==> config.mk <==
export PLATFORM = sky130hd
export DESIGN_NAME = bus_rr
export DESIGN_NICKNAME = d
export VERILOG_FILES = /design/src/rtl/bus_rr_pkg.sv /design/src/rtl/bus_rr_arbiter.sv /design/src/rtl/bus_rr.sv
export SDC_FILE = /design/constraint.sdc
export NUM_CORES = 1
export LEC_CHECK = 0
export BUFFER_PORTS_ARGS = -buffer_cell sky130_fd_sc_hd__buf_4
export CELL_PAD_IN_SITES_DETAIL_PLACEMENT = 1
export CELL_PAD_IN_SITES_GLOBAL_PLACEMENT = 1
export CORE_AREA = 2 2 148 150
export CTS_BUF_LIST = sky130_fd_sc_hd__clkbuf_8
export DETAILED_ROUTE_END_ITERATION = 7
export DIE_AREA = 0 0 150 152
export PLACE_DENSITY = 0.65
export SETUP_SLACK_MARGIN = 0.15
export SYNTH_ARGS = -nofsm -noshare
export SYNTH_HDL_FRONTEND = slang
export SYNTH_SLANG_ARGS = --single-unit
==> constraint.sdc <==
create_clock -name clk -period 1.75 [get_ports clk]
set_input_delay 0.2625 -clock clk [delete_from_list [all_inputs] [get_ports clk]]
set_output_delay 0.2625 -clock clk [all_outputs]
set_load 0.01 [all_outputs]
==> src/rtl/bus_rr_pkg.sv <==
// +----------------------------------------------------------------------+
// | bus_rr_pkg : FSM encodings shared by the round-robin bus and arbiter |
// | Revision   : 1.0                                                     |
// +----------------------------------------------------------------------+
`default_nettype none

package bus_rr_pkg;

  typedef logic [0:0] bus_state_t;

  localparam bus_state_t ST_IDLE  = 1'b0;
  localparam bus_state_t ST_OWNED = 1'b1;

endpackage

`default_nettype wire

==> src/rtl/bus_rr_arbiter.sv <==
// +----------------------------------------------------------------------+
// | bus_rr_arbiter : round-robin owner arbiter with burst-limit preempt  |
// | Revision       : 1.0                                                 |
// +----------------------------------------------------------------------+
`default_nettype none

module bus_rr_arbiter
  import bus_rr_pkg::*;
#(
  parameter int N_MASTER  = 4,
  parameter int MAX_BURST = 4
) (
  input  logic                        clk,
  input  logic                        reset_n,
  input  logic [N_MASTER-1:0]         req_i,
  output logic [N_MASTER-1:0]         grant_o,
  output logic [$clog2(N_MASTER)-1:0] owner_o,
  output logic                        owned_o
);

  localparam int OW = $clog2(N_MASTER);
  localparam int CW = (MAX_BURST > 0) ? $clog2(MAX_BURST + 1) : 1;

  bus_state_t          state_q, state_d;
  logic [OW-1:0]       owner_q, owner_d;
  logic [OW-1:0]       last_q, last_d;
  logic [CW-1:0]       cnt_q, cnt_d;
  logic [N_MASTER-1:0] grant_q, grant_d;

  logic [N_MASTER-1:0] mask;
  logic [N_MASTER-1:0] pick_onehot;
  logic [OW-1:0]       base;
  logic [OW-1:0]       pick;
  logic                found;
  logic                sat;

  // While owned the current owner is excluded so the scan only sees competitors.
  always_comb begin
    if (state_q == ST_OWNED) begin
      base = owner_q;
      mask = req_i & ~({{(N_MASTER-1){1'b0}}, 1'b1} << owner_q);
    end else begin
      base = last_q;
      mask = req_i;
    end
  end

  always_comb begin
    found = 1'b0;
    pick  = '0;
    for (int i = 1; i <= N_MASTER; i++) begin
      if (!found && mask[(int'(base) + i) % N_MASTER]) begin
        found = 1'b1;
        pick  = OW'((int'(base) + i) % N_MASTER);
      end
    end
  end

  assign pick_onehot = {{(N_MASTER-1){1'b0}}, 1'b1} << pick;
  assign sat         = (cnt_q == CW'(MAX_BURST));

  always_comb begin
    state_d = state_q;
    owner_d = owner_q;
    last_d  = last_q;
    cnt_d   = cnt_q;
    grant_d = grant_q;
    case (state_q)
      ST_IDLE: begin
        if (found) begin
          state_d = ST_OWNED;
          owner_d = pick;
          cnt_d   = CW'(1);
          grant_d = pick_onehot;
        end
      end
      default: begin
        if (!req_i[owner_q]) begin
          last_d = owner_q;
          if (found) begin
            owner_d = pick;
            cnt_d   = CW'(1);
            grant_d = pick_onehot;
          end else begin
            state_d = ST_IDLE;
            cnt_d   = '0;
            grant_d = '0;
          end
        end else if (MAX_BURST != 0 && sat && found) begin
          last_d  = owner_q;
          owner_d = pick;
          cnt_d   = CW'(1);
          grant_d = pick_onehot;
        end else if (MAX_BURST != 0 && !sat) begin
          cnt_d = cnt_q + CW'(1);
        end
      end
    endcase
  end

  always_ff @(posedge clk or negedge reset_n) begin
    if (!reset_n) begin
      state_q <= ST_IDLE;
      owner_q <= '0;
      last_q  <= OW'(N_MASTER - 1);
      cnt_q   <= '0;
      grant_q <= '0;
    end else begin
      state_q <= state_d;
      owner_q <= owner_d;
      last_q  <= last_d;
      cnt_q   <= cnt_d;
      grant_q <= grant_d;
    end
  end

  assign grant_o = grant_q;
  assign owner_o = owner_q;
  assign owned_o = (state_q == ST_OWNED);

endmodule

`default_nettype wire

==> src/rtl/bus_rr.sv <==
// +----------------------------------------------------------------------+
// | bus_rr   : N-master / M-slave shared bus, RR arbitration + decode    |
// | Revision : 1.0                                                       |
// +----------------------------------------------------------------------+
`default_nettype none

module bus_rr
  import bus_rr_pkg::*;
#(
  parameter int N_MASTER  = 4,
  parameter int N_SLAVE   = 4,
  parameter int ADDR_W    = 8,
  parameter int DATA_W    = 32,
  parameter int REGION_W  = 5,
  parameter int MAX_BURST = 4
) (
  input  logic                         clk,
  input  logic                         reset_n,
  input  logic [N_MASTER-1:0]          m_req,
  input  logic [N_MASTER-1:0]          m_wr,
  input  logic [N_MASTER*ADDR_W-1:0]   m_address,
  input  logic [N_MASTER*DATA_W-1:0]   m_dout,
  output logic [N_MASTER-1:0]          m_grant,
  output logic [DATA_W-1:0]            m_din,
  output logic [N_SLAVE-1:0]           s_sel,
  output logic [ADDR_W-1:0]            s_address,
  output logic                         s_wr,
  output logic [DATA_W-1:0]            s_din,
  input  logic [N_SLAVE*DATA_W-1:0]    s_dout
);

  localparam int OW = $clog2(N_MASTER);
  localparam int RW = ADDR_W - REGION_W;

  logic [OW-1:0]      owner;
  logic               owned;
  logic [RW-1:0]      region;
  logic [N_SLAVE-1:0] rd_sel_q, rd_sel_d;

  bus_rr_arbiter #(
    .N_MASTER  (N_MASTER),
    .MAX_BURST (MAX_BURST)
  ) u_arbiter (
    .clk     (clk),
    .reset_n (reset_n),
    .req_i   (m_req),
    .grant_o (m_grant),
    .owner_o (owner),
    .owned_o (owned)
  );

  always_comb begin
    s_address = '0;
    s_wr      = 1'b0;
    s_din     = '0;
    if (owned) begin
      s_address = m_address[int'(owner)*ADDR_W +: ADDR_W];
      s_wr      = m_wr[owner];
      s_din     = m_dout[int'(owner)*DATA_W +: DATA_W];
    end
  end

  assign region = s_address[ADDR_W-1:REGION_W];

  // Regions at or above N_SLAVE match no select bit, so such accesses go nowhere.
  always_comb begin
    s_sel = '0;
    for (int k = 0; k < N_SLAVE; k++) begin
      s_sel[k] = owned && (int'(region) == k);
    end
  end

  assign rd_sel_d = s_sel;

  always_ff @(posedge clk or negedge reset_n) begin
    if (!reset_n) begin
      rd_sel_q <= '0;
    end else begin
      rd_sel_q <= rd_sel_d;
    end
  end

  always_comb begin
    m_din = '0;
    for (int k = 0; k < N_SLAVE; k++) begin
      if (rd_sel_q[k]) begin
        m_din = m_din | s_dout[k*DATA_W +: DATA_W];
      end
    end
  end

endmodule

`default_nettype wire

Word level (Yosys, flattened, before mapping)
Index checks and enable logic that the tools add are counted.
{"block": "word_totals", "elab_cells": 109, "output_inout_bits": 81, "input_bits": 298, "register_bits": 16}
{"block": "op_classes", "bitwise": 9, "add_sub_neg": 5, "n_mux": 53, "n_lt_le_gt_ge": 5, "eq_ne": 7, "reduce_logical": 20, "n_shift": 4}
{"op": "two-way mux 32 bit", "count": 5}
{"op": "indexed part select 128 x 8 -> 32 bit", "count": 1}
{"op": "bitwise OR 32 bit", "count": 3}
{"op": "indexed part select 32 x 6 -> 8 bit", "count": 1}
{"op": "two-way mux 4 bit", "count": 6}
{"op": "two-way mux 2 bit", "count": 11}
{"op": "two-way mux 1 bit", "count": 19}
{"op": "less-than comparator 3 x 4 -> 1 bit (second input constant)", "count": 4}
{"op": "two-way mux 3 bit", "count": 5}
{"op": "binary-select mux 1 bit (select 2 bit)", "count": 6}
{"op": "== test 3 bit (second input constant)", "count": 3}
{"op": "logical AND 1 bit", "count": 8}
{"op": "two-way mux 8 bit", "count": 1}
{"op": "OR reduction 2 bit", "count": 4}
{"op": "<< shifter 1 x 2 -> 4 bit (first input constant)", "count": 2}
{"op": "AND reduction 2 bit", "count": 3}
{"op": "adder 2 x 1 -> 2 bit (second input constant)", "count": 2}
{"op": "adder 2 bit (second input constant)", "count": 2}
{"op": "AND 1 bit (first input constant)", "count": 4}
{"op": "AND 4 bit", "count": 1}
{"op": "!= test 4 bit (second input constant)", "count": 1}
{"op": "inverter 4 bit", "count": 1}
{"op": "adder 3 x 1 -> 3 bit (second input constant)", "count": 1}
{"op": "== test 3 x 2 -> 1 bit (second input constant)", "count": 1}
{"op": "other kinds (6)", "count": 8}

Logic depth before layout (Yosys ltp)
{"block": "logic_depth", "depth_word": 21, "depth_mapped": 7, "depth_no_buf": 7}

Cells and area by module
From an unflattened synthesis, not the netlist that was laid out.
{"block": "unflattened", "hier_cells": 319, "area_unflattened_um2": 3040.4}
{"mod": "bus_rr", "instances": 1, "seq_area_each_um2": 100.1, "cells_each": 214, "area_per_inst_um2": 2039.5}
{"mod": "bus_rr_arbiter", "instances": 1, "seq_area_each_um2": 302.8, "cells_each": 105, "area_per_inst_um2": 1001.0}

Least setup slack after synthesis
Ideal clock, no wire load.
{"block": "synth_path", "path_kind": "reg2out", "startpoint": "reg u_arbiter.owner_q[0], in the netlist u_arbiter.owner_o[0]", "endpoint": "out s_sel[0]", "arrival_time_ps": 1788, "t_required_ps": 1487, "path_slack_ps": -300, "path_buffers": 2, "path_stages_with_launch": 5, "cell_sequence": "dfrtp_1 buf_6 buf_2 mux4_2 nor3b_1"}
{"block": "synth_between", "elab_chain_len": 4}
{"item": "start, declared", "line": "bus_rr_arbiter.sv:25", "source": "logic [OW-1:0] owner_q, owner_d;"}
{"item": "start signal, assigned", "line": "bus_rr_arbiter.sv:110", "source": "owner_q <= owner_d;"}
{"item": "indexed part select 32 x 6 -> 8 bit", "line": "bus_rr.sv:57", "source": "s_address = m_address[int'(owner)*ADDR_W +: ADDR_W];"}
{"item": "two-way mux 8 bit", "line": "bus_rr.sv:56", "source": "if (owned) begin"}
{"item": "logical NOT 3 bit", "line": "bus_rr.sv:69", "source": "s_sel[k] = owned && (int'(region) == k);"}
{"item": "logical AND 1 bit", "line": "bus_rr.sv:69"}
{"item": "end, declared", "line": "bus_rr.sv:25", "source": "output logic [N_SLAVE-1:0] s_sel,"}
Every way passes these cells.

Worst setup path after layout
Same ends and word-level chain as after synthesis.

==> impl_metrics.toml <==
[grt]
gr-total-overflow = 0
globalRouteTotalUtil = 0.156
grt_first_pass_wirelength_um = 27800
grt_max_degree = 41
grt_pass1_vias = 4974
antenna_found_initial = 2

[pwr]
p_sw_frac = 0.414
p_leak_nw = 3.37
p_comb_frac = 0.898
p_switching_mw = 4.35
p_per_area_mw_per_mm2 = 1520
seqPwrFrac = 0.070
ir_drop_uv = 570
power_mw = 10.5
p_clk_frac = 0.032
internal_power_mw = 6.17

[clock_tree]
path_clk_slew_ps = 70
cts_root_buf = "clkbuf_8"
cts_sinks = 16
h-tree-depth = 1
clock_latency_ps = 250
numCtsBuffers = 3
cts_tree = "done"
cts_buffer_depth = 2

[detailed_routing]
dr.pass1.iters = 4
wl_per_cell_um = 18.9
top_layer = "met4"
route.detailed.drc = 0
vias_per_cell = 4.45
drt-total-wl_um = 18800
wl_met2_um = 9760
ant_nets = 0
drtIter0Drc = 90
wl_met3_um = 1740
num_vias = 4423
routedLengthMet1_um = 7060

[worst_setup_path]
path_buf_inv = 2
endpoint_kind = "primary output"
cp.arrival_ps = 1880
startpoint_type = "flop"
crit_family = "multiplexers"
required_ps = 1490
cp_cell_sequence = "buf_12 > mux4_2 > nor3b_4 > buf_4"
slowest_delay_ps = 620
worst-setup-path-type = "reg -> out"
cp_max_fo = 12
critPathSlowestCell = "mux4_2"

[final_layout]
mostFrequentLayoutCells = "buf_4 (390), a22oi_1 (51), nand2_1 (41), mux4_2 (41), buf_6 (30)"
area_delta_synth_final_pct = 135
fillers = 2535
layoutNonFillerInstCount = 995
drive_gt1_frac = 0.762
final_nets = 1014
mostFrequentLayoutCell = "buf_4"

[sta]
worst_pin_slew_ps = 418
fin_skew_ps = 3.42
maxSlewViolCount = 0
hold_viol = 0
max_slew_margin = 0.714
finalWorstSetupSlack_ps = -389
rsz0062_at_grt = "yes"
fin_crit_sh = 1.22
finalSetupViolations = 57
fmax_mhz = 467
fin_crit_ps = 2140

[synthesis]
synth.top_cell.area_share = 0.314
synthesis.nets = 610
syn_area_mm2 = 0.00294
netlist_instances = 310
yosys-top-cells-area = "mux4_2 (31%), a22oi_1 (17%), dfrtp_1 (12%), and2_1 (9.1%), nand2_1 (5.4%)"
synth_ff_type = "dfrtp_1"
synth_seq_area_share = 0.137
synth-edff-count = 0
avgSynthCellArea_um2 = 9.48
yosysUniqueCellTypes = 41
ys_seq_elements = 16
async_reset_ff_frac = 1.00
yosysWarnings = 0
synth_top_cell_by_area = "mux4_2"

[place]
dpl.cell_count = 977
place_congestion = 0.897
io_buffers = 378
post-place-ws_ps = -209
dp.final_hpwl_um = 16100

[floorplanning]
initial_core_util = 0.138
die_x_um = 150
std_cell_rows = 54
floorplan.die.height_um = 152
die-area_mm2 = 0.0228
io_pins = 379
core-area_mm2 = 0.0214

[worst_hold_path]
hp-class = "in -> async"

[flow_run]
drv_cap = 0

[status]
outcome = "complete, but fails checks"
violations = "setup timing"
[layer usage]
metal  global-route usage  up-vias
met5                    0        -
met4               0.0310        0
met3               0.0399       18
met2                0.289      244
met1                0.178     2125
li1                     -     2036
[metrics by stage]
step / hold slack, ps / area [um^2] / setup TNS [ps] / utilization
floorplan: -33.1 / 3030 / -9.16 / -
global placement: 143 / 6410 / -5060 / 0.300
detailed placement: 142 / 6410 / -6360 / 0.300
CTS: 416 / 6730 / -17570 / 0.315
global route: 468 / 6920 / -21390 / 0.324
finish: 435 / 6920 / -17650 / 0.324
[layout make-up]
type | count | area, um^2 | share of cell area
antenna | 2 | 5.00 | 0.000723
clock buffer | 4 | 55.1 | 0.00796
inverter | 10 | 37.5 | 0.00543
multi-input combinational | 255 | 2660 | 0.384
sequential | 16 | 407 | 0.0588
tap | 280 | 350 | 0.0506
timing repair buffer | 428 | 3410 | 0.492
[path summary, 6_finish.rpt]
kind | from | endpoint | slack [ps] | cells past startpoint
max in group asynchronous | reset_n | u_arbiter.last_q[0]$_DFFE_PN1P_ | 1060 | 2
setup / recovery | u_arbiter.owner_o[0]$_DFFE_PN0P_ | s_sel[0] | -390 | 4
setup reg to reg | u_arbiter.owner_o[0]$_DFFE_PN0P_ | u_arbiter.cnt_q[1]$_DFFE_PN0P_ | -370 | 9
hold / removal | reset_n | u_arbiter.cnt_q[0]$_DFFE_PN0P_ | 430 | 2
hold reg to reg | u_arbiter.grant_o[0]$_DFFE_PN0P_ | u_arbiter.grant_o[0]$_DFFE_PN0P_ | 500 | 1
min in group clk | u_arbiter.grant_o[0]$_DFFE_PN0P_ | u_arbiter.grant_o[0]$_DFFE_PN0P_ | 500 | 1
[synthesized netlist by cell type (2+ instances only)]
cell type	n
clkbuf_1	21
o21ai_0	2
nand2b_1	2
dfrtp_1	14
dfstp_2	2
inv_1	10
mux2_2	4
mux2i_1	10
and2_1	43
o22ai_1	2
nand2_1	42
a32o_1	3
nor2_1	9
xor2_1	2
mux2_1	2
a22oi_1	66
o2bb2ai_1	2
nor2b_1	2
mux4_2	41
ha_1	2
buf_2	7
a21oi_1	3
[cell families after synthesis]
| group | count (synthesis) | share of synthesized area |
|---|---|---|
| mux | 58 | 0.376 |
| fa+ha+maj | 2 | 0.00851 |
| buf+inv | 39 | 0.0553 |
| flops | 16 | 0.137 |
| compound gates | 91 | 0.243 |
| xor+xnor | 2 | 0.00596 |
| simple gates | 102 | 0.175 |
[worst reg2reg max path, cell delays in order (launching register included)]
cell	delay, ps
dfrtp_2	450
buf_4	150
buf_6	100
buf_6	110
buf_6	120
mux2_4	300
o22ai_4	160
and3b_2	240
mux2_4	300
o2bb2ai_2	100
[sequential cells by signal (all words and copies together) (netlist names)]
name	cells
rd_sel_q	4
u_arbiter.cnt_q	3
u_arbiter.grant_o	4
u_arbiter.last_q	2
u_arbiter.owned_o	1
u_arbiter.owner_o	2
[power groups by stage]
stage,registers (mW),clock network [mW],logic [mW]
CTS,0.731,0.347,9.19
floorplan,0.683,0,4.58
finish,0.739,0.336,9.45
global route,0.765,0.369,10.2
detailed placement,0.751,0,8.38
global placement,0.746,0,8.30
[timing repair]
item | CTS | global route
setup endpoints to repair | 67 | 71
gates resized for setup | 57 | 30
pin swaps | 11 | 9
buffers inserted | 7 | 4
hold buffers | 1 | 0
endpoints found under the hold margin | 14 | 0
Note: power is estimated with default switching activity, not from simulation.
